==> src/rtl/bcd_pkg.sv <==
// Shared types and helpers for the streaming binary-to-BCD converter.
package bcd_pkg;

  typedef logic [3:0] bcd_digit_t;

  typedef enum logic [1:0] {
    IDLE = 2'd0,
    CONV = 2'd1,
    HOLD = 2'd2
  } conv_state_e;

  // Step counter width; never collapses to zero bits for tiny inputs.
  function automatic int step_cnt_width(input int bits_in);
    return (bits_in > 1) ? $clog2(bits_in) : 1;
  endfunction

  // Double-dabble pre-shift correction of one digit.
  function automatic bcd_digit_t dabble_adjust(input bcd_digit_t d);
    return (d >= 4'd5) ? (d + 4'd3) : d;
  endfunction

endpackage

==> src/rtl/bcd_dabble_step.sv <==
// One combinational double-dabble step: correct every digit, then shift the
// new binary bit into digit 0. Bit 3 of the corrected top digit is the carry
// that falls off the accumulator, i.e. the value no longer fits.
module bcd_dabble_step
  import bcd_pkg::*;
#(
  parameter int BCD_DIGITS = 5
) (
  input  logic [4*BCD_DIGITS-1:0] acc_i,
  input  logic                    bit_i,
  output logic [4*BCD_DIGITS-1:0] acc_o,
  output logic                    ovf_o
);

  logic [4*BCD_DIGITS-1:0] adj;

  // Correct all digits, then shift left with the new bit entering at the bottom.
  always_comb begin
    adj = '0;
    for (int i = 0; i < BCD_DIGITS; i++) begin
      adj[4*i +: 4] = dabble_adjust(acc_i[4*i +: 4]);
    end
    ovf_o = adj[4*BCD_DIGITS-1];
    acc_o = {adj[4*BCD_DIGITS-2:0], bit_i};
  end

endmodule

==> src/rtl/binary_to_bcd_stream.sv <==
// Handshaked iterative binary-to-BCD converter (double dabble).
//
// state | meaning
// ------+----------------------------------------------------------------
// IDLE  | ready for a new operand; accepts on in_valid_i without ce_i
// CONV  | BITS_PER_CYCLE dabble steps per ce_i-high cycle
// HOLD  | result presented on out_valid_o until out_ready_i
module binary_to_bcd_stream
  import bcd_pkg::*;
#(
  parameter int BITS_IN        = 16,
  parameter int BCD_DIGITS     = 5,
  parameter int BITS_PER_CYCLE = 1,
  parameter int SIGNED_IN      = 0
) (
  input  logic                    clk_i,
  input  logic                    rst_n_i,
  input  logic                    ce_i,
  input  logic                    flush_i,
  input  logic                    in_valid_i,
  output logic                    in_ready_o,
  input  logic [BITS_IN-1:0]      dat_binary_i,
  output logic                    out_valid_o,
  input  logic                    out_ready_i,
  output logic [4*BCD_DIGITS-1:0] dat_bcd_o,
  output logic                    sign_o,
  output logic                    overflow_o,
  output logic                    busy_o
);

  localparam int BCD_W = 4 * BCD_DIGITS;
  localparam int CNT_W = step_cnt_width(BITS_IN);
  localparam logic [CNT_W-1:0] LAST_CNT = CNT_W'(BITS_IN - BITS_PER_CYCLE);
  localparam logic [CNT_W-1:0] CNT_INC  = CNT_W'(BITS_PER_CYCLE);

  if (!(BITS_PER_CYCLE == 1 || BITS_PER_CYCLE == 2 || BITS_PER_CYCLE == 4) ||
      (BITS_IN < BITS_PER_CYCLE) || ((BITS_IN % BITS_PER_CYCLE) != 0) ||
      (BCD_DIGITS < 1)) begin : g_bad_params
    $error("binary_to_bcd_stream: unsupported BITS_IN/BITS_PER_CYCLE/BCD_DIGITS");
  end

  conv_state_e        state_q, state_d;
  logic [BITS_IN-1:0] mag_q, mag_d;
  logic [BCD_W-1:0]   acc_q, acc_d;
  logic               ovf_q, ovf_d;
  logic [CNT_W-1:0]   cnt_q, cnt_d;
  logic               sign_q, sign_d;
  logic [BCD_W-1:0]   bcd_q, bcd_d;
  logic               sign_out_q, sign_out_d;
  logic               ovf_out_q, ovf_out_d;
  logic               out_valid_q, out_valid_d;

  logic [BITS_IN-1:0]        load_mag;
  logic                      load_sign;
  logic                      last_step;
  logic                      ovf_next;
  logic [BCD_W-1:0]          acc_step_in  [BITS_PER_CYCLE];
  logic [BCD_W-1:0]          acc_step_out [BITS_PER_CYCLE];
  logic [BITS_PER_CYCLE-1:0] ovf_chain;

  // Chained dabble steps; step g consumes magnitude bit BITS_IN-1-g.
  for (genvar g = 0; g < BITS_PER_CYCLE; g++) begin : g_step
    if (g == 0) begin : g_first
      assign acc_step_in[g] = acc_q;
    end else begin : g_next
      assign acc_step_in[g] = acc_step_out[g-1];
    end
    bcd_dabble_step #(
      .BCD_DIGITS(BCD_DIGITS)
    ) u_step (
      .acc_i(acc_step_in[g]),
      .bit_i(mag_q[BITS_IN-1-g]),
      .acc_o(acc_step_out[g]),
      .ovf_o(ovf_chain[g])
    );
  end

  // Sign/magnitude of the incoming operand; -2^(BITS_IN-1) maps to 2^(BITS_IN-1).
  always_comb begin
    load_sign = (SIGNED_IN != 0) && dat_binary_i[BITS_IN-1];
    load_mag  = load_sign ? (~dat_binary_i + BITS_IN'(1)) : dat_binary_i;
  end

  assign last_step = (cnt_q == LAST_CNT);

  // FSM next state; flush overrides every other transition.
  always_comb begin
    state_d = state_q;
    if (flush_i) begin
      state_d = IDLE;
    end else begin
      case (state_q)
        IDLE:    if (in_valid_i) state_d = CONV;
        CONV:    if (ce_i && last_step) state_d = HOLD;
        HOLD:    if (out_ready_i) state_d = IDLE;
        default: state_d = IDLE;
      endcase
    end
  end

  // FSM-decoded handshake and status outputs.
  always_comb begin
    in_ready_o = (state_q == IDLE);
    busy_o     = (state_q == CONV);
  end

  // Datapath: operand load, per-cycle dabble steps and result capture.
  always_comb begin
    mag_d       = mag_q;
    acc_d       = acc_q;
    ovf_d       = ovf_q;
    cnt_d       = cnt_q;
    sign_d      = sign_q;
    bcd_d       = bcd_q;
    sign_out_d  = sign_out_q;
    ovf_out_d   = ovf_out_q;
    out_valid_d = out_valid_q;
    ovf_next    = ovf_q | (|ovf_chain);
    if (flush_i) begin
      out_valid_d = 1'b0;
    end else begin
      case (state_q)
        IDLE: begin
          if (in_valid_i) begin
            mag_d  = load_mag;
            acc_d  = '0;
            ovf_d  = 1'b0;
            cnt_d  = '0;
            sign_d = load_sign;
          end
        end
        CONV: begin
          if (ce_i) begin
            mag_d = mag_q << BITS_PER_CYCLE;
            acc_d = acc_step_out[BITS_PER_CYCLE-1];
            ovf_d = ovf_next;
            if (last_step) begin
              cnt_d       = '0;
              bcd_d       = acc_step_out[BITS_PER_CYCLE-1];
              sign_out_d  = sign_q;
              ovf_out_d   = ovf_next;
              out_valid_d = 1'b1;
            end else begin
              cnt_d = cnt_q + CNT_INC;
            end
          end
        end
        HOLD: begin
          if (out_ready_i) out_valid_d = 1'b0;
        end
        default: out_valid_d = 1'b0;
      endcase
    end
  end

  // State and datapath registers with asynchronous active-low reset.
  always_ff @(posedge clk_i or negedge rst_n_i) begin
    if (!rst_n_i) begin
      state_q     <= IDLE;
      mag_q       <= '0;
      acc_q       <= '0;
      ovf_q       <= 1'b0;
      cnt_q       <= '0;
      sign_q      <= 1'b0;
      bcd_q       <= '0;
      sign_out_q  <= 1'b0;
      ovf_out_q   <= 1'b0;
      out_valid_q <= 1'b0;
    end else begin
      state_q     <= state_d;
      mag_q       <= mag_d;
      acc_q       <= acc_d;
      ovf_q       <= ovf_d;
      cnt_q       <= cnt_d;
      sign_q      <= sign_d;
      bcd_q       <= bcd_d;
      sign_out_q  <= sign_out_d;
      ovf_out_q   <= ovf_out_d;
      out_valid_q <= out_valid_d;
    end
  end

  assign out_valid_o = out_valid_q;
  assign dat_bcd_o   = bcd_q;
  assign sign_o      = sign_out_q;
  assign overflow_o  = ovf_out_q;

endmodule

==> config.mk <==
export PLATFORM = sky130hd
export DESIGN_NAME = binary_to_bcd_stream
export DESIGN_NICKNAME = d
export VERILOG_FILES = /design/src/rtl/bcd_pkg.sv /design/src/rtl/bcd_dabble_step.sv /design/src/rtl/binary_to_bcd_stream.sv
export SDC_FILE = /design/constraint.sdc
export NUM_CORES = 1
export LEC_CHECK = 0
export CAP_MARGIN = 20
export CORE_ASPECT_RATIO = 1.75
export CORE_MARGIN = 2
export CORE_UTILIZATION = 54
export CTS_BUF_LIST = sky130_fd_sc_hd__clkbuf_8 sky130_fd_sc_hd__clkbuf_16
export DETAILED_ROUTE_END_ITERATION = 6
export GPL_TIMING_DRIVEN = 0
export PLACE_DENSITY = 0.91
export SYNTH_ARGS = -nofsm -noshare
export SYNTH_HDL_FRONTEND = slang
export SYNTH_SLANG_ARGS = --single-unit
==> constraint.sdc <==
create_clock -name clk_i -period 1.8 [get_ports clk_i]
set_clock_uncertainty 0.05 [all_clocks]
set_input_delay 0.18 -clock clk_i [delete_from_list [all_inputs] [get_ports clk_i]]
set_output_delay 0.18 -clock clk_i [all_outputs]
set_load 0.01 [all_outputs]
---- Yosys cells after proc, flatten, opt, wreduce, memory -nomap -nowiden ----
Cells that the tools add are included.
cells by class
  mux-type cells .......................... 28
  bitwise logic cells ..................... 2
  add/sub/neg operators ................... 6
  reductions and logical operators ........ 7
  magnitude comparators ................... 5
  eq/ne operators ......................... 11
operators with widths
  operator               number
  $mux W20               2
  $pmux W20 S2           1
  $mux W16               2
  $mux W4                8
  $pmux W16 S2           1
  $add A4 B2 Y4 const B  5
  $ge A4 B3 Y1 const B   5
  $reduce_and A4 Y1      3
  $ne A3 B3 Y1 const B   3
  $mux W2                4
  $pmux W4 S2            1
  $mux W1                6
  $ne A2 B2 Y1 const B   3
  $ne A3 B2 Y1 const B   2
  $pmux W2 S3            1
  $add A4 B1 Y4 const B  1
  $eq A4 B4 Y1 const B   1
  $pmux W1 S3            1
  $reduce_and A3 Y1      1
  $eq A2 B1 Y1 const B   1
  $eq A2 B2 Y1 const B   1
  $logic_not A2 Y1       1
  $pmux W1 S2            1
  $reduce_bool A2 Y1     1
  3 further kinds        3
storage, ports and cells
  register bits after elaboration ......... 65
  logic and storage cells ................. 67
  output and inout bits ................... 25
  input port bits ......................... 22

---- Logic depth before layout (Yosys ltp) ----
  word-level depth ........................ 5
  depth in mapped cells ................... 7
  gate-level depth less buffers ........... 6

---- Modules after synthesis ----
Synthesis repeated with hierarchy kept, for this count alone.
second synthesis, totals
  cells, all modules ...................... 354
  area, all modules ....................... 3323.2 um2
by module, submodules not included
  module                instances  cells an instance  seq. area each (um2)  area an instance (um2)
  binary_to_bcd_stream  1          273                1626.6                2808.9
  bcd_dabble_step       1          81                 0.0                   514.2

---- Worst setup path after synthesis ----
Ideal clock, no wire load.
  path kind ............................... reg2reg
  start ................................... reg state_q[0]
  end ..................................... reg cnt_q[2]
  buffers on the path ..................... 1
  setup slack ............................. 0.116 ns
  library setup time ...................... 0.083 ns
  data required time ...................... 1.667 ns
  clock period less this slack ............ 1.684 ns
  stages on the path, launching flop included .. 6
  arrival ................................. 1.551 ns
  path through ............................ dfrtp_1 > mux2i_1 > or3_1 > buf_2 > or4_1 > o21ai_0
on the way
  word-level cells in the longest chain between the ends .. 3
  elaborated cells on any way between the ends .. 7
  classes of those cells .................. eq/ne: 3; mux: 1; reduce/logical: 3
RTL lines
  what                                                          RTL line                     RTL
  start: declaration                                            binary_to_bcd_stream.sv:42   conv_state_e state_q, state_d;
  start signal: assignment                                      binary_to_bcd_stream.sv:170  state_q <= state_d;
  $eq A2 B1 Y1 or $logic_not A2 Y1 (tied branches)              binary_to_bcd_stream.sv:122  case (state_q)
  $ne A2 B2 Y1 (no line) or $reduce_bool A2 Y1 (tied branches)  --
  $reduce_and A4 Y1 (no line)                                   --
  end signal: assignment                                        binary_to_bcd_stream.sv:174  cnt_q <= cnt_d;
  end: declaration                                              binary_to_bcd_stream.sv:46   logic [CNT_W-1:0] cnt_q, cnt_d;
Several ways; a longest one is shown, not always the timed one.
A chain may end at the register's enable or synchronous reset.

---- Worst setup path after layout ----
  start ................................... reg state_q[1]
  end ..................................... reg ovf_out_q, in the netlist overflow_o
on the way
  word-level cells in the longest chain between the ends .. 2
RTL lines
  what                         RTL line                     RTL
  $eq A2 B1 Y1                 binary_to_bcd_stream.sv:122
  $reduce_and A4 Y1 (no line)  --
  end signal: assignment       binary_to_bcd_stream.sv:178  ovf_out_q <= ovf_out_d;
  end: declaration             binary_to_bcd_stream.sv:50   logic ovf_out_q, ovf_out_d;
Every way passes these cells.

==> summary.md <==
| Metric | Value |
|---|---|
| Vias per inst | `5.86` |
| Share of cells above drive strength 1 | `20.2%` |
| Main synth FF type | `dfrtp_1` |
| Worst vdd ir | `0.921 mV` |
| Post-synth net total | `331` |
| EDFF count, synth | `0` |
| Worst-Margin Slew | `0.628 ns` |
| RSZ-0062 raised after global routing | `yes` |
| WP data required | `1.99 ns` |
| Wirelength, routed | `7790 microns` |
| CTS Buffer Depth | `2` |
| First DRT Iteration DRCs | `94` |
| Layout Nets | `400` |
| Hold WC Path Type | `in2reg` |
| Post-Syn Instances | `298` |
| Number of global-route vias before repair | `2611` |
| Final hold slack | `0.180 ns` |
| WL/cell | `17.4 microns` |
| Main area contributors after synthesis | `dfrtp_1 (53%), nand2_1 (6.0%), o21ai_0 (4.9%), ha_1 (4.5%), mux2_2 (4.0%)` |
| Largest net degree at the start of global routing | `39` |
| Post-route minimum period | `1.79 ns` |
| CP endpoint kind | `register` |
| Max Cap Viol | `0` |
| Fraction of registers with async set/reset | `100%` |
| DR pass1 iterations | `4` |
| Die area | `6310 sq um` |
| Layout area overhead | `32.4%` |
| I/O pins | `47` |
| Ant diodes | `0` |
| Yosys reg bits | `65` |
| Critical setup path kind | `reg2reg` |
| Design area | `4050 sq um` |
| CP startpoint kind | `register` |
| # rows | `36` |
| Mean Syn Cell Area | `10.3 sq um` |
| Post-synthesis sequential area ratio | `53.1%` |
| GPL Wtd Cong | `0.771` |
| Global-route track usage on met1 | `31.0%` |
| Initial core utilization | `55.3%` |
| Synth top area share | `53.1%` |
| Pleak | `1.84 nW` |
| Non-Filler Instances | `448` |
| Root Driver | `clkbuf_8` |
| # fillers | `382` |
| CTS Buf Count | `9` |
| Post-layout util | `73.1%` |
| Number of setup violations in the final report | `0` |
| Worst skew pair latency | `0.35 ns` |
| Synth Warn # | `0` |
| Fin crit share | `99.5%` |
| Placed Cells incl. Taps | `419` |
| Critical Path Fanout Max | `10` |
| Hold Violations, Final | `0` |
| Via Count | `2625` |
| Slowest CP cell | `dfrtp_2` |
| Initial antenna violation count | `0` |
| Overflow after GRT | `0` |
| GRT met2 Usage | `42.2%` |
| WP data arrival | `1.98 ns` |
| Chip height | `104 microns` |
| CP cell instances | `nand2b_1 -> buf_6 -> inv_2 -> nand3b_1 -> buf_4 -> buf_6 -> nor2_1 -> a21oi_1` |
| CP max stage delay | `0.41 ns` |
| Synth area leader | `dfrtp_1` |
| Placed wire-length estimate | `4770 microns` |
| Post-synthesis cell type count | `30` |
| Status | `complete, no violations` |
| Relative slew slack | `58.1%` |
| Clock-pin slew on the worst setup and hold paths | `0.08 ns` |
| Synth Cell Area | `3060 sq um` |
| Grt met3 use | `7.37%` |
| First-pass GRT wire length | `12300 microns` |
| GRT Util Overall | `26.2%` |
| Routed Antenna Nets | `0` |
| CTS Sinks | `65` |
| CTS tree | `done` |
| Core Region | `5540 sq um` |
| Busiest metal layer after global routing | `met2` |
| CTS H-Tree Depth | `3` |
| Cell mode on critical path | `buf_6` |
| IO Port Bufs | `44` |
| Die W | `60.9 microns` |
| DRC errors left | `0` |
| Slew Viols, Final | `0` |
| DP Area | `3610 sq um` |
| Pwr per Cell Area | `882 nW/um^2` |
| Maximum clock frequency | `558 MHz` |
## path summary, 6_finish.rpt
check                      cells past startpoint  slack (ns)           end    startpoint
hold reg to reg                                2        0.43  dat_bcd_o[7]  dat_bcd_o[7]
setup reg to reg                               8       0.009    overflow_o    state_q[1]
max in group asynchronous                      3        0.74    state_q[0]       rst_n_i
setup / recovery                               8       0.009    overflow_o    state_q[1]
min in group asynchronous                      2        0.32   out_valid_o       rst_n_i
hold / removal                                 2        0.18   out_valid_o       flush_i
## power by group
part	internal (W)	switching, W	leakage (nW)	total [W]
registers	0.00160	0.000109	0.880	0.00171
clock network	0.000710	0.000578	0.107	0.00129
logic	0.000284	0.000296	0.858	0.000580
## sequential cells by signal, summed over array words and instances (netlist names)
| register | flops |
|---|---|
| acc_q | 20 |
| dat_bcd_o | 20 |
| mag_q | 16 |
| cnt_q | 4 |
| state_q | 2 |
| out_valid_o | 1 |
| overflow_o | 1 |
| ovf_q | 1 |
## cell type report
class | instances | area (sq um) | share of cell area [%]
Tap cell | 76 | 95.1 | 2.35
Clock inverter | 5 | 55.1 | 1.36
Timing Repair Buffer | 59 | 561 | 13.8
Inverter | 13 | 48.8 | 1.20
Clock buffer | 11 | 151 | 3.74
Multi-Input combinational cell | 205 | 1410 | 34.7
Buffer | 14 | 105 | 2.59
Sequential cell | 65 | 1630 | 40.2
## cells in the final DEF, fill, tap and decap left out, drive strengths merged, types with 4 or more instances in the layout
| master | instances |
|---|---|
| clkbuf | 17 |
| ha | 11 |
| nand2 | 49 |
| dfrtp | 65 |
| a22o | 14 |
| buf | 23 |
| o21ai | 30 |
| clkdlybuf4s50 | 41 |
| xnor2 | 5 |
| a22oi | 15 |
| nor3b | 10 |
| inv | 14 |
| mux2i | 6 |
| mux2 | 11 |
| nand2b | 6 |
| nor2 | 4 |
| a21oi | 19 |
| nor3 | 6 |
| nand3 | 5 |
## synthesized netlist by cell type, drive strengths merged, types with 4 or more instances
library cell,n
nand3,5
nor3,6
mux2,11
a22o,14
inv,13
mux2i,6
ha,11
o21ai,30
nor2,4
nand2,49
nor3b,10
buf,7
clkbuf,8
a22oi,15
nand2b,6
a21oi,19
xnor2,5
dfrtp,65
## cells by family after synthesis
family	after synthesis	share of synthesized area [%]
simple gates	91	14.9
compound gates	80	16.1
flops	65	53.1
buf+inv	28	3.80
mux	17	6.01
fa+ha+maj	11	4.50
xor+xnor	5	1.43
other cells	1	0.122
## what timing repair did
| action | 4_1_cts | 5_1_grt |
|---|---|---|
| gates cloned | 0 | 1 |
| pin swaps | 1 | 2 |
| endpoints found under the setup margin | 62 | 60 |
| endpoints found under the hold margin | 27 | 0 |
| setup buffers | 6 | 6 |
| hold buffers | 1 | 0 |
| resized for setup | 24 | 29 |
## worst max-delay path: cells and delay by family (launching register included)
family | cells | cell delay (ns)
AO/OA/AOI/OAI | 1 | 0.09
flip-flops | 1 | 0.41
buffers and inverters | 4 | 0.58
AND/OR/NAND/NOR | 3 | 0.54
## metal layers
metal / up-vias / share of wire [%]
met2: 106 / 54
met5: - / 0
li1: 1184 / -
met3: 31 / 6.3
met4: 0 / 3.9
met1: 1304 / 36
## metrics by stage
stage	power [W]	TNS, ns	setup slack (ns)
2_1_floorplan	0.00198	0	0.116
3_3_place_gp	0.00214	-106.92	-1.51
3_5_place_dp	0.00217	-12.47	-0.304
4_1_cts	0.00348	0	0.0000107
5_1_grt	0.00372	-0.330	-0.0797
6_report	0.00357	0	0.00922
Power figures use the tool's default switching activity.
